`src/rtl/img_reader_pipe.sv`:
```
// Pipelined image-window reader: places an RGB565 image on the VGA raster with 1x/2x/4x upscaling.
// Optional 1-pixel white border around the window when IMG_BORDER_EN is defined.
module img_reader_pipe #(
  parameter int IMG_W    = 320,
  parameter int IMG_H    = 240,
  parameter int ADDR_W   = 17,
  parameter int ROM_LAT  = 1,
  parameter int V_ACTIVE = 480
) (
  input  logic              clk,
  input  logic              reset,
  input  logic              de_in,
  input  logic              hsync_in,
  input  logic              vsync_in,
  input  logic [9:0]        x_in,
  input  logic [9:0]        y_in,
  input  logic [9:0]        x0_in,
  input  logic [9:0]        y0_in,
  input  logic [1:0]        scale_in,
  output logic [ADDR_W-1:0] addr,
  input  logic [15:0]       rom_data,
  output logic [3:0]        r_port,
  output logic [3:0]        g_port,
  output logic [3:0]        b_port,
  output logic              de_out,
  output logic              hsync_out,
  output logic              vsync_out
);

  localparam int L = ROM_LAT + 2;

  logic [9:0]        x0_q, x0_d, y0_q, y0_d;
  logic [1:0]        scale_q, scale_d;
  logic [ADDR_W-1:0] addr_q, addr_d;
  logic [L-1:0]      de_pipe_q, de_pipe_d, hs_pipe_q, hs_pipe_d, vs_pipe_q, vs_pipe_d;
  logic [L-2:0]      show_pipe_q, show_pipe_d;
  logic [11:0]       rgb_q, rgb_d;
  logic [11:0]       xi, yi, x0w, y0w, span_x, span_y, rel_x, rel_y;
  logic              show;
  logic              unused_rom_bits;

  assign unused_rom_bits = ^{rom_data[11], rom_data[6:5], rom_data[0]};

  // Window geometry is only latched during vertical blanking so it never moves mid-frame.
  always_comb begin
    x0_d    = x0_q;
    y0_d    = y0_q;
    scale_d = scale_q;
    if (!de_in && ({2'b00, y_in} >= 12'(V_ACTIVE))) begin
      x0_d    = x0_in;
      y0_d    = y0_in;
      scale_d = (scale_in == 2'd3) ? 2'd0 : scale_in;
    end
  end

  // 12-bit compares keep x0+span from wrapping at 4x, so oversize windows clip.
  always_comb begin
    xi     = {2'b00, x_in};
    yi     = {2'b00, y_in};
    x0w    = {2'b00, x0_q};
    y0w    = {2'b00, y0_q};
    span_x = 12'(IMG_W) << scale_q;
    span_y = 12'(IMG_H) << scale_q;
    show   = de_in && (xi >= x0w) && (xi < x0w + span_x) &&
             (yi >= y0w) && (yi < y0w + span_y);
    rel_x  = (xi - x0w) >> scale_q;
    rel_y  = (yi - y0w) >> scale_q;
    addr_d = show ? ADDR_W'(24'(rel_y) * 24'(IMG_W) + 24'(rel_x)) : '0;
  end

  always_comb begin
    de_pipe_d   = {de_pipe_q[L-2:0], de_in};
    hs_pipe_d   = {hs_pipe_q[L-2:0], hsync_in};
    vs_pipe_d   = {vs_pipe_q[L-2:0], vsync_in};
    show_pipe_d = {show_pipe_q[L-3:0], show};
  end

`ifdef IMG_BORDER_EN
  logic         border;
  logic [L-2:0] border_pipe_q, border_pipe_d;

  // The ring is the one-pixel-larger rectangle minus the window itself.
  always_comb begin
    border = de_in && !show &&
             (xi + 12'd1 >= x0w) && (xi < x0w + span_x + 12'd1) &&
             (yi + 12'd1 >= y0w) && (yi < y0w + span_y + 12'd1);
    border_pipe_d = {border_pipe_q[L-3:0], border};
  end

  always_ff @(posedge clk or posedge reset) begin
    if (reset) border_pipe_q <= '0;
    else       border_pipe_q <= border_pipe_d;
  end
`endif

  // ROM data arrives one stage before the output register, together with the delayed flags.
  always_comb begin
    rgb_d = 12'h000;
    if (show_pipe_q[L-2]) begin
      rgb_d = {rom_data[15:12], rom_data[10:7], rom_data[4:1]};
    end
`ifdef IMG_BORDER_EN
    else if (border_pipe_q[L-2]) begin
      rgb_d = 12'hFFF;
    end
`endif
  end

  always_ff @(posedge clk or posedge reset) begin
    if (reset) begin
      x0_q        <= '0;
      y0_q        <= '0;
      scale_q     <= '0;
      addr_q      <= '0;
      de_pipe_q   <= '0;
      hs_pipe_q   <= '0;
      vs_pipe_q   <= '0;
      show_pipe_q <= '0;
      rgb_q       <= '0;
    end else begin
      x0_q        <= x0_d;
      y0_q        <= y0_d;
      scale_q     <= scale_d;
      addr_q      <= addr_d;
      de_pipe_q   <= de_pipe_d;
      hs_pipe_q   <= hs_pipe_d;
      vs_pipe_q   <= vs_pipe_d;
      show_pipe_q <= show_pipe_d;
      rgb_q       <= rgb_d;
    end
  end

  assign addr      = addr_q;
  assign r_port    = rgb_q[11:8];
  assign g_port    = rgb_q[7:4];
  assign b_port    = rgb_q[3:0];
  assign de_out    = de_pipe_q[L-1];
  assign hsync_out = hs_pipe_q[L-1];
  assign vsync_out = vs_pipe_q[L-1];

endmodule

```
`config.mk`:
```
export PLATFORM = sky130hd
export DESIGN_NAME = img_reader_pipe
export DESIGN_NICKNAME = d
export VERILOG_FILES = /design/src/rtl/img_reader_pipe.sv
export SDC_FILE = /design/constraint.sdc
export NUM_CORES = 1
export LEC_CHECK = 0
export ABC_AREA = 1
export CAP_MARGIN = 10
export CORE_MARGIN = 4
export CORE_UTILIZATION = 45
export DETAILED_ROUTE_END_ITERATION = 8
export DONT_BUFFER_PORTS = 1
export SLEW_MARGIN = 15
export SYNTH_ARGS = -nofsm -noshare
export SYNTH_HDL_FRONTEND = slang
export SYNTH_SLANG_ARGS = --single-unit
```
`constraint.sdc`:
```
create_clock -name clk -period 5.9 [get_ports clk]
set_input_delay 1.77 -clock clk [delete_from_list [all_inputs] [get_ports clk]]
set_output_delay 1.77 -clock clk [all_outputs]
set_load 0.02 [all_outputs]
```
==> results.toml <==
[layout]
layout-drive-gt1-share_pct = 8.738
seq_area_mm2 = 0.001551
multiInputGateArea_mm2 = 0.003030
fillCellCount = 1085
area_growth_syn_to_layout_pct = 11.61
nNetsFinal = 841
num_antenna_cells = 0
post-route-util_pct = 51.80

[synth]
synth_top_family_by_area = "simple AND/OR/NAND/NOR gates"
yosys_register_bits = 62
ys_seq_area_share_pct = 30.57
synth_top_flop_cell = "sky130_fd_sc_hd__dfrtp_1"
netlist_area_mm2 = 0.005075
synth_cell_types = 43
syn-num-nets = 827
yosysTopAreaCellShare_pct = 30.57
synth_top_area_cell = "sky130_fd_sc_hd__dfrtp_1"
synth.top_cells.by_area = "sky130_fd_sc_hd__dfrtp_1 (31%), sky130_fd_sc_hd__ha_1 (14%), sky130_fd_sc_hd__nand2_1 (14%), sky130_fd_sc_hd__inv_1 (8.9%), sky130_fd_sc_hd__nand3_1 (6.0%)"
post_synth_and_or_nand_nor_area_fraction_pct = 28.48
synth_instances = 702
synth_edf_count = 0
synthAdderAreaFrac_pct = 16.17
synth-compound-area-share_pct = 10.43
synth.avg_cell_area_um2 = 7.229
fraction_of_registers_with_async_set_or_reset_after_synthesis_pct = 100.0
yosys_warnings = 0
synth_mux_area_share_pct = 0.1972
synth-xor-area-share_pct = 3.969

[clock_network]
cts_hold_buffers = 0
cts.path.max_buffers = 2
cts.repair_timing.setup_buffer_count = 0
clock_insertion_delay_worst_skew_ns = 0.34
cts_sinks = 62
clk_root_buffer_cell = "sky130_fd_sc_hd__clkbuf_16"
cts_resized = 0
tritoncts = "done"
clk_pin_slew_worst_paths_ns = 0.06
htreeDepth = 3
cts-buffers-inserted = 9

[flow_run]
drv_cap = 0

[pwr]
power.switching_mw = 1.170
cell_internal_pwr_mw = 1.494
pwr-share-clk_pct = 22.2
irDropWorstVdd_v = 0.0002892
power_density_mw_per_mm2 = 470.3
power.leakage_nw = 3.129
power_mw = 2.664
switching_share_pct = 43.93
power_frac_seq_pct = 20.7
power.share.combinational_pct = 57.1

[timing]
final-max-slew-violation-count = 0
grt_setup_unrepaired = "no"
report.final.setup_viol = 0
final.period_utilization_pct = 92.72
finalSetupTns_ns = 0
finClkSkew_ns = 0.01047
slew_headroom_pct = 38.05
clock.fmax_mhz = 182.8
max_slew.worst_pin.slew_ns = 0.9235
timing_hold_violations_final = 0
finalWorstPathRequiredPeriod_ns = 5.471

[detailed_routing]
routed_via_density = 5.120
num_vias = 4408
ant_nets = 0
drt_first_iter_violations = 171
wl_final_um = 11970
drt_pre_antenna_iters = 4
routedWlPerCell_um = 13.90
drc = 0

[floorplanning]
rows = 38
floorplan.io_pins = 95
die-area_mm2 = 0.01304
core-area_mm2 = 0.01094
fp.dieH_um = 114.2
initial_core_util_pct = 46.41
die_x_um = 114.2

[global_route]
antenna_violations_before_repair = 0
via_count_of_the_first_global_routing_pass = 4438
global_route_wire_length_before_repair_um = 20690
grt_start_max_net_pins = 41
overflow = 0
grtUsageTotal_pct = 19.88

[placed_design]
numPortBuffers = 0
detailedPlacementHpwl_um = 9654
routabilityCongestion = 0.8847

[critical_path]
timing.critical_path.from_type = "primary input"
data_required_time_at_the_worst_endpoint_ns = 6.12
critPathCaptureType = "flop"
cp.arrival_ns = 5.69
path_max_fanout = 4
crit_type = "primary input to flop"

[worst_hold_path]
hold_class = "flop to flop"

[run_status]
run_status = "completed"
## routing by layer
| layer | vias to the layer above | global-route usage, % | routed length (um) |
|---|---|---|---|
| li1 | 2279 | - | - |
| met1 | 2000 | 25.81 | 5513 |
| met2 | 115 | 32.55 | 5610 |
| met3 | 14 | 4.123 | 701 |
| met4 | 0 | 7.601 | 143 |
| met5 | - | 0 | 0 |
## final timing paths
| path | start | endpoint | slack (ns) | cells after the start |
|---|---|---|---|---|
| min in group asynchronous | reset | hs_pipe_q[0]$_DFF_PP0_ | 1.38 | 1 |
| worst max-delay path | y_in[0] | addr[13]$_DFF_PP0_ | 0.43 | 26 |
| worst min register to register | vs_pipe_q[1]$_DFF_PP0_ | vs_pipe_q[2]$_DFF_PP0_ | 0.35 | 0 |
| worst max register to register | y0_q[0]$_DFFE_PP0P_ | addr[13]$_DFF_PP0_ | 1.52 | 25 |
| worst min-delay path | vs_pipe_q[1]$_DFF_PP0_ | vs_pipe_q[2]$_DFF_PP0_ | 0.35 | 0 |
| max in group asynchronous | reset | x0_q[3]$_DFFE_PP0P_ | 3.66 | 2 |
## logic make-up after synthesis
kind of cell | count (synthesis)
mux | 1
buf+inv | 135
flops | 62
simple gates | 324
fa+ha+maj | 62
xor+xnor | 23
compound gates | 95
## power groups by stage
stage,clock network [mW],registers [mW],logic [mW]
after floorplan,0,0.539,1.14
after global placement,0,0.559,1.46
after detailed placement,0,0.560,1.49
after CTS,0.609,0.553,1.51
after global routing,0.627,0.559,1.76
final,0.591,0.551,1.52
## worst max-delay path, stage by stage
cell and delay [ns]:
sky130_fd_sc_hd__inv_1 0.06, sky130_fd_sc_hd__ha_2 0.20, sky130_fd_sc_hd__inv_1 0.06, sky130_fd_sc_hd__fa_1 0.38
sky130_fd_sc_hd__nand3_1 0.08, sky130_fd_sc_hd__nand3_1 0.12, sky130_fd_sc_hd__xor2_1 0.18, sky130_fd_sc_hd__inv_1 0.08
sky130_fd_sc_hd__nand2_1 0.06, sky130_fd_sc_hd__o21ai_2 0.10, sky130_fd_sc_hd__nand2_1 0.07, sky130_fd_sc_hd__o211ai_1 0.11
sky130_fd_sc_hd__inv_1 0.09, sky130_fd_sc_hd__ha_1 0.28, sky130_fd_sc_hd__ha_1 0.17, sky130_fd_sc_hd__inv_1 0.06
sky130_fd_sc_hd__fa_2 0.51, sky130_fd_sc_hd__inv_1 0.06, sky130_fd_sc_hd__ha_4 0.27, sky130_fd_sc_hd__nand4_1 0.10
sky130_fd_sc_hd__o211ai_1 0.26, sky130_fd_sc_hd__nand2_1 0.08, sky130_fd_sc_hd__a21oi_1 0.15, sky130_fd_sc_hd__buf_4 0.14
sky130_fd_sc_hd__xor2_1 0.17, sky130_fd_sc_hd__nor2_2 0.05
## stage by stage
step | hold WS [ns] | cells | setup WS [ns] | instance area, um^2
CTS | 0.3479 | 861 | 0.3400 | 5640
finish | 0.3471 | 861 | 0.4293 | 5664
global route | 0.3494 | 861 | 0.04155 | 5664
detailed placement | 0.3347 | 845 | -0.01536 | 5311
global placement | 0.3330 | 845 | 0.05528 | 5311
floorplan | 0.3312 | 702 | 0.3177 | 5075
## flip-flops by register name, summed over array words and instances, names as in the netlist
signal / cells
addr: 17
de_pipe_q: 3
hs_pipe_q: 3
rgb_q: 12
scale_q: 2
show_pipe_q: 2
vs_pipe_q: 3
x0_q: 10
y0_q: 10
## cell usage after synthesis (3+ instances only)
cell and number:
sky130_fd_sc_hd__nand2_1 183, sky130_fd_sc_hd__inv_1 120, sky130_fd_sc_hd__dfrtp_1 62, sky130_fd_sc_hd__nand3_1 61, sky130_fd_sc_hd__ha_1 56, sky130_fd_sc_hd__o21ai_0 42
sky130_fd_sc_hd__nor2_1 39, sky130_fd_sc_hd__a21oi_1 30, sky130_fd_sc_hd__xor2_1 14, sky130_fd_sc_hd__nand4_1 13, sky130_fd_sc_hd__clkbuf_1 10, sky130_fd_sc_hd__nor2_2 10
sky130_fd_sc_hd__xnor2_1 9, sky130_fd_sc_hd__fa_1 6, sky130_fd_sc_hd__o21ai_1 5, sky130_fd_sc_hd__o21bai_1 4, sky130_fd_sc_hd__nor2_4 3
## layout make-up
class	count	area share (%)
Tap cell	140	3.093
Clock buffer	9	3.976
Inverter	122	8.085
Multi-Input combinational cell	505	53.50
Sequential cell	62	27.39
Timing Repair Buffer	16	2.121
Clock inverter	7	1.833
## cells in the final DEF, fill, tap and decap left out, types with 3 or more instances in the layout
cell type                   Yosys  routed
sky130_fd_sc_hd__dfrtp_1       62      62
sky130_fd_sc_hd__xnor2_1        9       9
sky130_fd_sc_hd__inv_1        120     118
sky130_fd_sc_hd__buf_4          0      16
sky130_fd_sc_hd__nor2_4         3       3
sky130_fd_sc_hd__nand3_1       61      61
sky130_fd_sc_hd__nor2_1        39      38
sky130_fd_sc_hd__ha_1          56      54
sky130_fd_sc_hd__fa_1           6       5
sky130_fd_sc_hd__nand2_1      183     183
sky130_fd_sc_hd__xor2_1        14      14
sky130_fd_sc_hd__nand4_1       13      13
sky130_fd_sc_hd__nor2_2        10      11
sky130_fd_sc_hd__inv_6          0       3
sky130_fd_sc_hd__o21bai_1       4       4
sky130_fd_sc_hd__a21oi_1       30      30
sky130_fd_sc_hd__o21ai_1        5       5
sky130_fd_sc_hd__clkbuf_16      0       9
sky130_fd_sc_hd__o21ai_0       42      41
Power figures use the tool's default switching activity.
